`config.mk`:
```
export PLATFORM = sky130hd
export DESIGN_NAME = step_pulse_gen
export DESIGN_NICKNAME = d
export VERILOG_FILES = /design/src/rtl/step_gen_pkg.sv /design/src/rtl/input_debounce.sv /design/src/rtl/step_pulse_gen.sv
export SDC_FILE = /design/constraint.sdc
export NUM_CORES = 1
export LEC_CHECK = 0
export CAP_MARGIN = 10
export CORE_ASPECT_RATIO = 0.5
export CORE_MARGIN = 2
export CORE_UTILIZATION = 40
export DETAILED_ROUTE_END_ITERATION = 12
export HOLD_SLACK_MARGIN = 0.02
export PLACE_DENSITY = 0.58
export SYNTH_ARGS = -nofsm -noshare
export SYNTH_HDL_FRONTEND = slang
export SYNTH_SLANG_ARGS = --single-unit
```
`constraint.sdc`:
```
create_clock -name CLK -period 4.9 [get_ports CLK]
set_input_delay 0.98 -clock CLK [delete_from_list [all_inputs] [get_ports CLK]]
set_output_delay 0.98 -clock CLK [all_outputs]
set_load 0.01 [all_outputs]
```
`src/rtl/step_gen_pkg.sv`:
```
// Shared types and width helpers for the step pulse generator.
// Counter widths are derived from the counts they must hold.
package step_gen_pkg;

  typedef enum logic {
    MODE_MANUAL = 1'b0,
    MODE_AUTO   = 1'b1
  } mode_t;

  localparam int unsigned DEB_CYCLES_DEF = 1_000_000;
  localparam int unsigned AUTO_DIV_DEF   = 50_000_000;

  // Bits needed for a counter running 0..n-1 (never less than 1).
  function automatic int unsigned cnt_width(input int unsigned n);
    return (n < 2) ? 1 : $clog2(n);
  endfunction

  function automatic bit params_ok(
    input int unsigned deb,
    input int unsigned div
  );
    return (deb >= 1) && (div >= 2);
  endfunction

endpackage

```
`src/rtl/input_debounce.sv`:
```
// Two-flop synchronizer followed by a stable-level debounce counter.
// tgl flags the edge on which clean takes the synchronized level.
module input_debounce
  import step_gen_pkg::*;
#(
  parameter int unsigned DEBOUNCE_CYCLES = DEB_CYCLES_DEF
) (
  input  logic clk,
  input  logic rst,
  input  logic raw,
  output logic clean,
  output logic tgl
);

  localparam int unsigned CW = cnt_width(DEBOUNCE_CYCLES);
  localparam logic [CW-1:0] LAST = CW'(DEBOUNCE_CYCLES - 1);

  logic          sync1;
  logic          sync2;
  logic [CW-1:0] cnt;
  logic [CW-1:0] cnt_d;

  always_comb begin
    cnt_d = '0;
    tgl   = 1'b0;
    if (sync2 != clean) begin
      if (cnt == LAST) tgl = 1'b1;
      else cnt_d = cnt + CW'(1);
    end
  end

  always_ff @(posedge clk or posedge rst) begin
    if (rst) begin
      sync1 <= 1'b0;
      sync2 <= 1'b0;
      cnt   <= '0;
      clean <= 1'b0;
    end else begin
      sync1 <= raw;
      sync2 <= sync1;
      cnt   <= cnt_d;
      clean <= clean ^ tgl;
    end
  end

endmodule

```
`src/rtl/step_pulse_gen.sv`:
```
// Clean single-cycle STEP source: debounced manual button or
// periodic auto divider, selected by a debounced mode switch.
module step_pulse_gen
  import step_gen_pkg::*;
#(
  parameter int unsigned DEBOUNCE_CYCLES = DEB_CYCLES_DEF,
  parameter int unsigned AUTO_DIV        = AUTO_DIV_DEF,
  parameter int unsigned CNT_W           = 8
) (
  input  logic             CLK,
  input  logic             RST,
  input  logic             BTN_raw,
  input  logic             AUTO_raw,
  output logic             STEP,
  output logic             MODE_AUTO,
  output logic             BTN_clean,
  output logic [CNT_W-1:0] STEP_CNT
);

  localparam int unsigned DW = cnt_width(AUTO_DIV);
  localparam logic [DW-1:0] DIV_LAST = DW'(AUTO_DIV - 1);

  if (!params_ok(DEBOUNCE_CYCLES, AUTO_DIV)) begin : g_bad_params
    $error("step_pulse_gen: DEBOUNCE_CYCLES>=1, AUTO_DIV>=2");
  end

  logic          btn_tgl;
  logic          btn_d;
  logic          auto_clean;
  logic          auto_tgl;
  mode_t         mode;
  mode_t         mode_d;
  logic          btn_prev;
  logic          btn_prev_d;
  logic [DW-1:0] div;
  logic [DW-1:0] div_d;
  logic          step_d;

  input_debounce #(.DEBOUNCE_CYCLES(DEBOUNCE_CYCLES)) u_btn (
    .clk   (CLK),
    .rst   (RST),
    .raw   (BTN_raw),
    .clean (BTN_clean),
    .tgl   (btn_tgl)
  );

  input_debounce #(.DEBOUNCE_CYCLES(DEBOUNCE_CYCLES)) u_auto (
    .clk   (CLK),
    .rst   (RST),
    .raw   (AUTO_raw),
    .clean (auto_clean),
    .tgl   (auto_tgl)
  );

  assign btn_d     = BTN_clean ^ btn_tgl;
  assign MODE_AUTO = (mode == step_gen_pkg::MODE_AUTO);

  always_comb begin
    mode_d = mode;
    unique case (mode)
      step_gen_pkg::MODE_MANUAL:
        if (auto_tgl && !auto_clean) mode_d = step_gen_pkg::MODE_AUTO;
      step_gen_pkg::MODE_AUTO:
        if (auto_tgl && auto_clean) mode_d = step_gen_pkg::MODE_MANUAL;
      default: mode_d = step_gen_pkg::MODE_MANUAL;
    endcase
  end

  // A mode-change edge swallows any button edge in flight.
  always_comb begin
    step_d     = 1'b0;
    div_d      = div;
    btn_prev_d = BTN_clean;
    if (mode_d != mode) begin
      div_d      = '0;
      btn_prev_d = btn_d;
    end else if (mode == step_gen_pkg::MODE_AUTO) begin
      step_d = (div == DIV_LAST);
      div_d  = step_d ? '0 : div + DW'(1);
    end else begin
      step_d = BTN_clean & ~btn_prev;
    end
    step_d = step_d & ~STEP;
  end

  always_ff @(posedge CLK or posedge RST) begin
    if (RST) begin
      mode     <= step_gen_pkg::MODE_MANUAL;
      div      <= '0;
      btn_prev <= 1'b0;
      STEP     <= 1'b0;
      STEP_CNT <= '0;
    end else begin
      mode     <= mode_d;
      div      <= div_d;
      btn_prev <= btn_prev_d;
      STEP     <= step_d;
      STEP_CNT <= STEP_CNT + CNT_W'(step_d);
    end
  end

endmodule

```
### After elaboration in Yosys (flattened, before gate mapping)

Index checks and enable logic that the tools add are counted.

* bits in writable memories: 0
* bits of input ports: 4
* register bits after elaboration: 83
* logic and storage cells: 51
* ROM bits: 0
* latch bits: 0
* memories kept: 0

* multiplexer cells: 17
* divide/modulo/power cells: 0
* reduce and logical (&&, ||, !) cells: 4
* eq/ne operators: 6
* add/subtract/negate cells: 4
* shifts and indexed selects: 0
* multipliers: 0
* order comparisons: 0
* bitwise logic cells: 7

Operators by type and width (number)
* 20-bit two-way mux: 4
* 26-bit two-way mux: 3
* 20-bit by 1-bit adder with 20-bit output (second input constant): 2
* 20-bit == test (second input constant): 2
* 26-bit by 1-bit adder with 26-bit output (second input constant): 1
* 26-bit == test (second input constant): 1
* 1-bit two-way mux: 9
* 8-bit by 1-bit adder with 8-bit output: 1
* 1-bit inequality test: 3
* 1-bit NOT: 3
* 1-bit AND: 2
* 1-bit logical AND: 2
* 1-bit one-hot mux with 2 select lines: 1
* 2-bit nonzero test: 1
* 1-bit XOR: 2
* 1-bit zero test: 1

### Depth between registers and ports, before layout

* word-level depth: 10
* mapped depth: 14
* depth with buffers taken out: 12

### Modules after synthesis

Synthesis repeated with hierarchy kept, for this count alone.

* cell total of the unflattened synthesis: 443
* area, all modules: 4316.6 µm²

By module, submodules not included
* input_debounce: sequential area each 575.6 µm², cells each 110, instances 2, area an instance 1112.3 µm²
* step_pulse_gen: sequential area each 925.9 µm², cells each 223, instances 1, area an instance 2092.0 µm²

### Least setup slack after synthesis

No wires, ideal clock.

* path type: register -> register
* start point: register u_auto.cnt[0]
* end point: register STEP_CNT[6]
* stages on the path, launching flop included: 15
* data arrival time: 3019 ps
* setup slack: 1755 ps
* cells stage by stage: dfrtp_1 ha_1 nand3_2 or4_1 buf_2 o21ai_2 a21boi_1 ha_1 clkbuf_1 nor3_1 ha_1 ha_1 and3_1 nand3_1 xnor2_1

* cells in the longest elaborated chain, start to end: 10

Ends and longest elaborated chain
* start, declared: RTL line input_debounce.sv:20 `logic [CW-1:0] cnt;`
* start signal, assigned: RTL line input_debounce.sv:41 `cnt <= cnt_d;`
* 20-bit == test (*): RTL line input_debounce.sv:27 `if (cnt == LAST) tgl = 1'b1;`
* 1-bit two-way mux (*): RTL line input_debounce.sv:27
* 1-bit two-way mux (*): RTL line input_debounce.sv:26 `if (sync2 != clean) begin`
* 1-bit logical AND (on tied branches): RTL line step_pulse_gen.sv:64, step_pulse_gen.sv:62
* 1-bit two-way mux (on tied branches): RTL line step_pulse_gen.sv:64, step_pulse_gen.sv:62
* 1-bit one-hot mux with 2 select lines (*): RTL line step_pulse_gen.sv:60 `unique case (mode)`
* 1-bit inequality test (*): RTL line step_pulse_gen.sv:74 `if (mode_d != mode) begin`
* 1-bit two-way mux (*): RTL line step_pulse_gen.sv:74
* 1-bit AND (*): RTL line step_pulse_gen.sv:83 `step_d = step_d & ~STEP;`
* via step_d: RTL line step_pulse_gen.sv:37 `logic step_d;`
* 8-bit by 1-bit adder with 8-bit output (*): RTL line step_pulse_gen.sv:98 `STEP_CNT <= STEP_CNT + CNT_W'(step_d);`
* end signal, assigned: RTL line step_pulse_gen.sv:98
* end, declared: RTL line step_pulse_gen.sv:17 `output logic [CNT_W-1:0] STEP_CNT`

Mark *: on every way through the listed nets, which the timed path passes. The rest lies on a longest branch.
A chain may end at the register's enable or synchronous reset.

### Final worst setup path

* start point: register u_auto.cnt[0]
* end point: register div[14]

* cells in the longest elaborated chain, start to end: 8

Ends and longest elaborated chain
* 20-bit == test (*): RTL line input_debounce.sv:27
* 1-bit two-way mux (*): RTL line input_debounce.sv:27
* 1-bit two-way mux (*): RTL line input_debounce.sv:26
* 1-bit logical AND (on tied branches): RTL line step_pulse_gen.sv:64, step_pulse_gen.sv:62
* 1-bit two-way mux (on tied branches): RTL line step_pulse_gen.sv:64, step_pulse_gen.sv:62
* 1-bit one-hot mux with 2 select lines (*): RTL line step_pulse_gen.sv:60
* 1-bit inequality test (*): RTL line step_pulse_gen.sv:74
* 26-bit two-way mux or 2-bit nonzero test (tied branches)
* end signal, assigned: RTL line step_pulse_gen.sv:95 `div <= div_d;`
* end, declared: RTL line step_pulse_gen.sv:35 `logic [DW-1:0] div;`

Every way passes the cells marked *; elsewhere a longest branch is shown, timed or not.

==> reports/metrics.csv <==
stage,metric,value,unit
setup_path,crit_arrival,3.68,ns
clocking,cts.clk_slew.worst_paths,0.06,ns
global_route,grt_overflow,0,
setup_path,cp_max_fo,16,
setup_path,crit_required,5.18,ns
timing,worst_slew_pin_slew,0.867,ns
drt,routedWlPerCell,14.2,um
logic_synthesis,ys_warn_count,0,
drt,via_count,2988,
place,port_buffers,14,
die,die_h,75.9,um
global_route,grt_start_max_net_pins,49,
clocking,cts_tree,done,
timing,period_minus_slack,3.40,ns
min_path,hold_path.class,reg2reg,
final_layout,num-fill-cells,953,
clocking,cts_max_level,3,
timing,fin_crit_sh,69.4,%
place,gp_congestion,0.763,
clocking,cts_setup_buffers,0,
timing,maxSlewViolCount,0,
logic_synthesis,syn-instance-count,412,
die,die_w,148,um
setup_path,cp_cell_sequence,"ha_1, nand3_2, or4_1, o21ai_1, a21boi_1, ha_1, buf_4, a211oi_2, nor3b_1, a21o_1",
final_layout,fin_nets,439,
logic_synthesis,yosysSeqAreaShare,50.3,%
clocking,cts_resized,0,
clocking,clockBufferDepth,2,
global_route,groute.usage.overall,16.0,%
timing,skew,0.00820,ns
setup_path,critPathMaxStageDelay,0.65,ns
global_route,grt_first_pass_wirelength,14000,um
place,dpl.hpwl,5460,um
drt,firstDrtPassIters,4,
place,dp_slack,1.52,ns
final_layout,mostFrequentLayoutCells,"83 x dfrtp_1, 60 x nor2_1, 32 x nand2_1, 30 x xor2_1, 27 x nand3_1",
setup_path,path_buf_inv,1,
timing,setup_violations,0,
drt,drt_iter0_drc,198,
logic_synthesis,ys_ff_latch,83,
drt,ant_nets,0,
setup_path,critPathKind,reg2reg,
flow_run,cap_viol_max_count,0,
global_route,antenna_found_initial,0,
die,dieArea,11200,um2
final_layout,area_growth_syn_to_layout,14.0,%
timing,max_freq,294,MHz
die,rows,26,
setup_path,cp_common_cell,ha_1,
logic_synthesis,syn_nets,422,
clocking,cts.sinks,83,
clocking,clock_latency,0.34,ns
final_layout,n_antenna_cell,0,
power_and_ir_drop,p_per_area,292,nW/um2
drt,vias_per_cell,5.21,
power_and_ir_drop,ir_drop,0.191,mV
timing,holdWs,0.351,ns
setup_path,cp_slowest_cell,or4_1,
final_layout,fin_util,46.5,%
clocking,root_buffer,clkbuf_16,
timing,postLayoutSetupSlackWorst,1.50,ns
timing,rsz0062_at_grt,false,
setup_path,critPathTopFamily,simple AND/OR/NAND/NOR gates,
drt,wl,8130,um
logic_synthesis,syn_area,4130,um2
power_and_ir_drop,power_leakage,1.97,nW
final_layout,layout_commonest_cell,dfrtp_1,
die,ios,15,
final_layout,layout-drive-gt1-share,8.99,%
timing,setup_tns,0,ns
status,outcome,completed,
timing,relSlewSlack,41.6,%
logic_synthesis,syn_avg_cell_area,10.0,um2
clocking,postCtsHoldBufs,0,
global_route,grt_pass1_vias,2888,
setup_path,start_kind,register,
die,core,10100,um2
clocking,cts-buffers-inserted,9,
drt,drcViolationCount,0,
setup_path,crit_path_end_kind,register,
logic_synthesis,ys_types,53,
power_and_ir_drop,power,1.37,mW
timing,hold_violations,0,
die,start_util,40.8,%
## final timing paths
path                            slack, ns  cells past startpoint     startpoint            to
min in group asynchronous            1.08                      2            RST   STEP_CNT[6]
worst min-delay path                 0.35                      0   u_auto.sync1  u_auto.sync2
worst max-delay path                 1.50                     10  u_auto.cnt[0]       div[14]
worst max register to register       1.50                     10  u_auto.cnt[0]       div[14]
worst min register to register       0.35                      0   u_auto.sync1  u_auto.sync2
max in group asynchronous            2.87                      3            RST  u_btn.cnt[4]
## final cells by class
class	count	area, um2	area share (%)
Multi-Input combinational cell	304	1950	41.4
Clock buffer	10	239	5.08
Clock inverter	6	47.5	1.01
Inverter	13	50.0	1.06
Tap cell	140	175	3.72
Sequential cell	83	2080	44.1
Timing Repair Buffer	18	170	3.61
## cell usage after synthesis, drive strengths merged
cell	n	share of area (%)
a211oi	1	0.30
a21bo	1	0.24
a21boi	1	0.18
a21o	5	0.91
a21oi	10	1.2
a22o	3	0.64
a31oi	2	0.30
a32oi	1	0.21
and2	2	0.30
and3	8	1.2
and4	7	1.5
buf	6	0.82
clkbuf	6	0.55
dfrtp	83	50
ha	6	1.8
inv	13	1.2
mux2	3	0.91
mux2i	3	0.73
nand2	33	3.2
nand2b	2	0.30
nand3	30	4.0
nand3b	5	0.91
nand4	21	3.3
nand4b	1	0.21
nor2	61	5.6
nor3	6	0.73
nor3b	3	0.55
nor4	9	2.4
nor4b	4	0.85
o211ai	3	0.55
o21ai	12	1.5
o22ai	2	0.30
o2bb2ai	1	0.21
o31ai	1	0.18
o32ai	1	0.21
o41ai	1	0.21
or2	2	0.30
or3b	1	0.21
or4	3	0.55
xnor2	19	4.0
xor2	30	6.4
## report_power, final
group          switching [mW]  leakage, nW  internal, mW
registers             0.00574         1.15         0.691
logic                  0.0221        0.689       0.00739
clock network           0.287        0.139         0.361
total                   0.315         1.97          1.06
## cells by family after synthesis
| logic type | Yosys count | synth area share, % |
|---|---|---|
| AND/OR/NAND/NOR | 198 | 26.1 |
| flip-flops | 83 | 50.3 |
| AO/OA/AOI/OAI | 45 | 7.21 |
| adder cells (fa/ha/maj) | 6 | 1.82 |
| multiplexers | 6 | 1.64 |
| buffers and inverters | 25 | 2.54 |
| XOR/XNOR | 49 | 10.4 |
## through the flow
stage,std cells,cell area (um2)
2_1_floorplan,412,4130
5_1_grt,574,4710
4_1_cts,574,4710
3_5_place_dp,558,4420
6_report,574,4710
3_3_place_gp,558,4420
## state kept, by name, summed over array words and instances, names as in the netlist, 8 cells and up, named ones only
| signal | flops |
|---|---|
| STEP_CNT | 8 |
| div | 26 |
| u_btn.cnt | 20 |
| u_auto.cnt | 20 |
## metal layers
layer  global-route usage, %  up-vias  wire [um]
met4                    6.52        0        131
met2                    26.1       31       3830
met3                    4.43       10        206
met5                       0        -          0
li1                        -     1483          -
met1                    20.6     1464       3960
No activity file was read; power rests on OpenSTA's default activity.
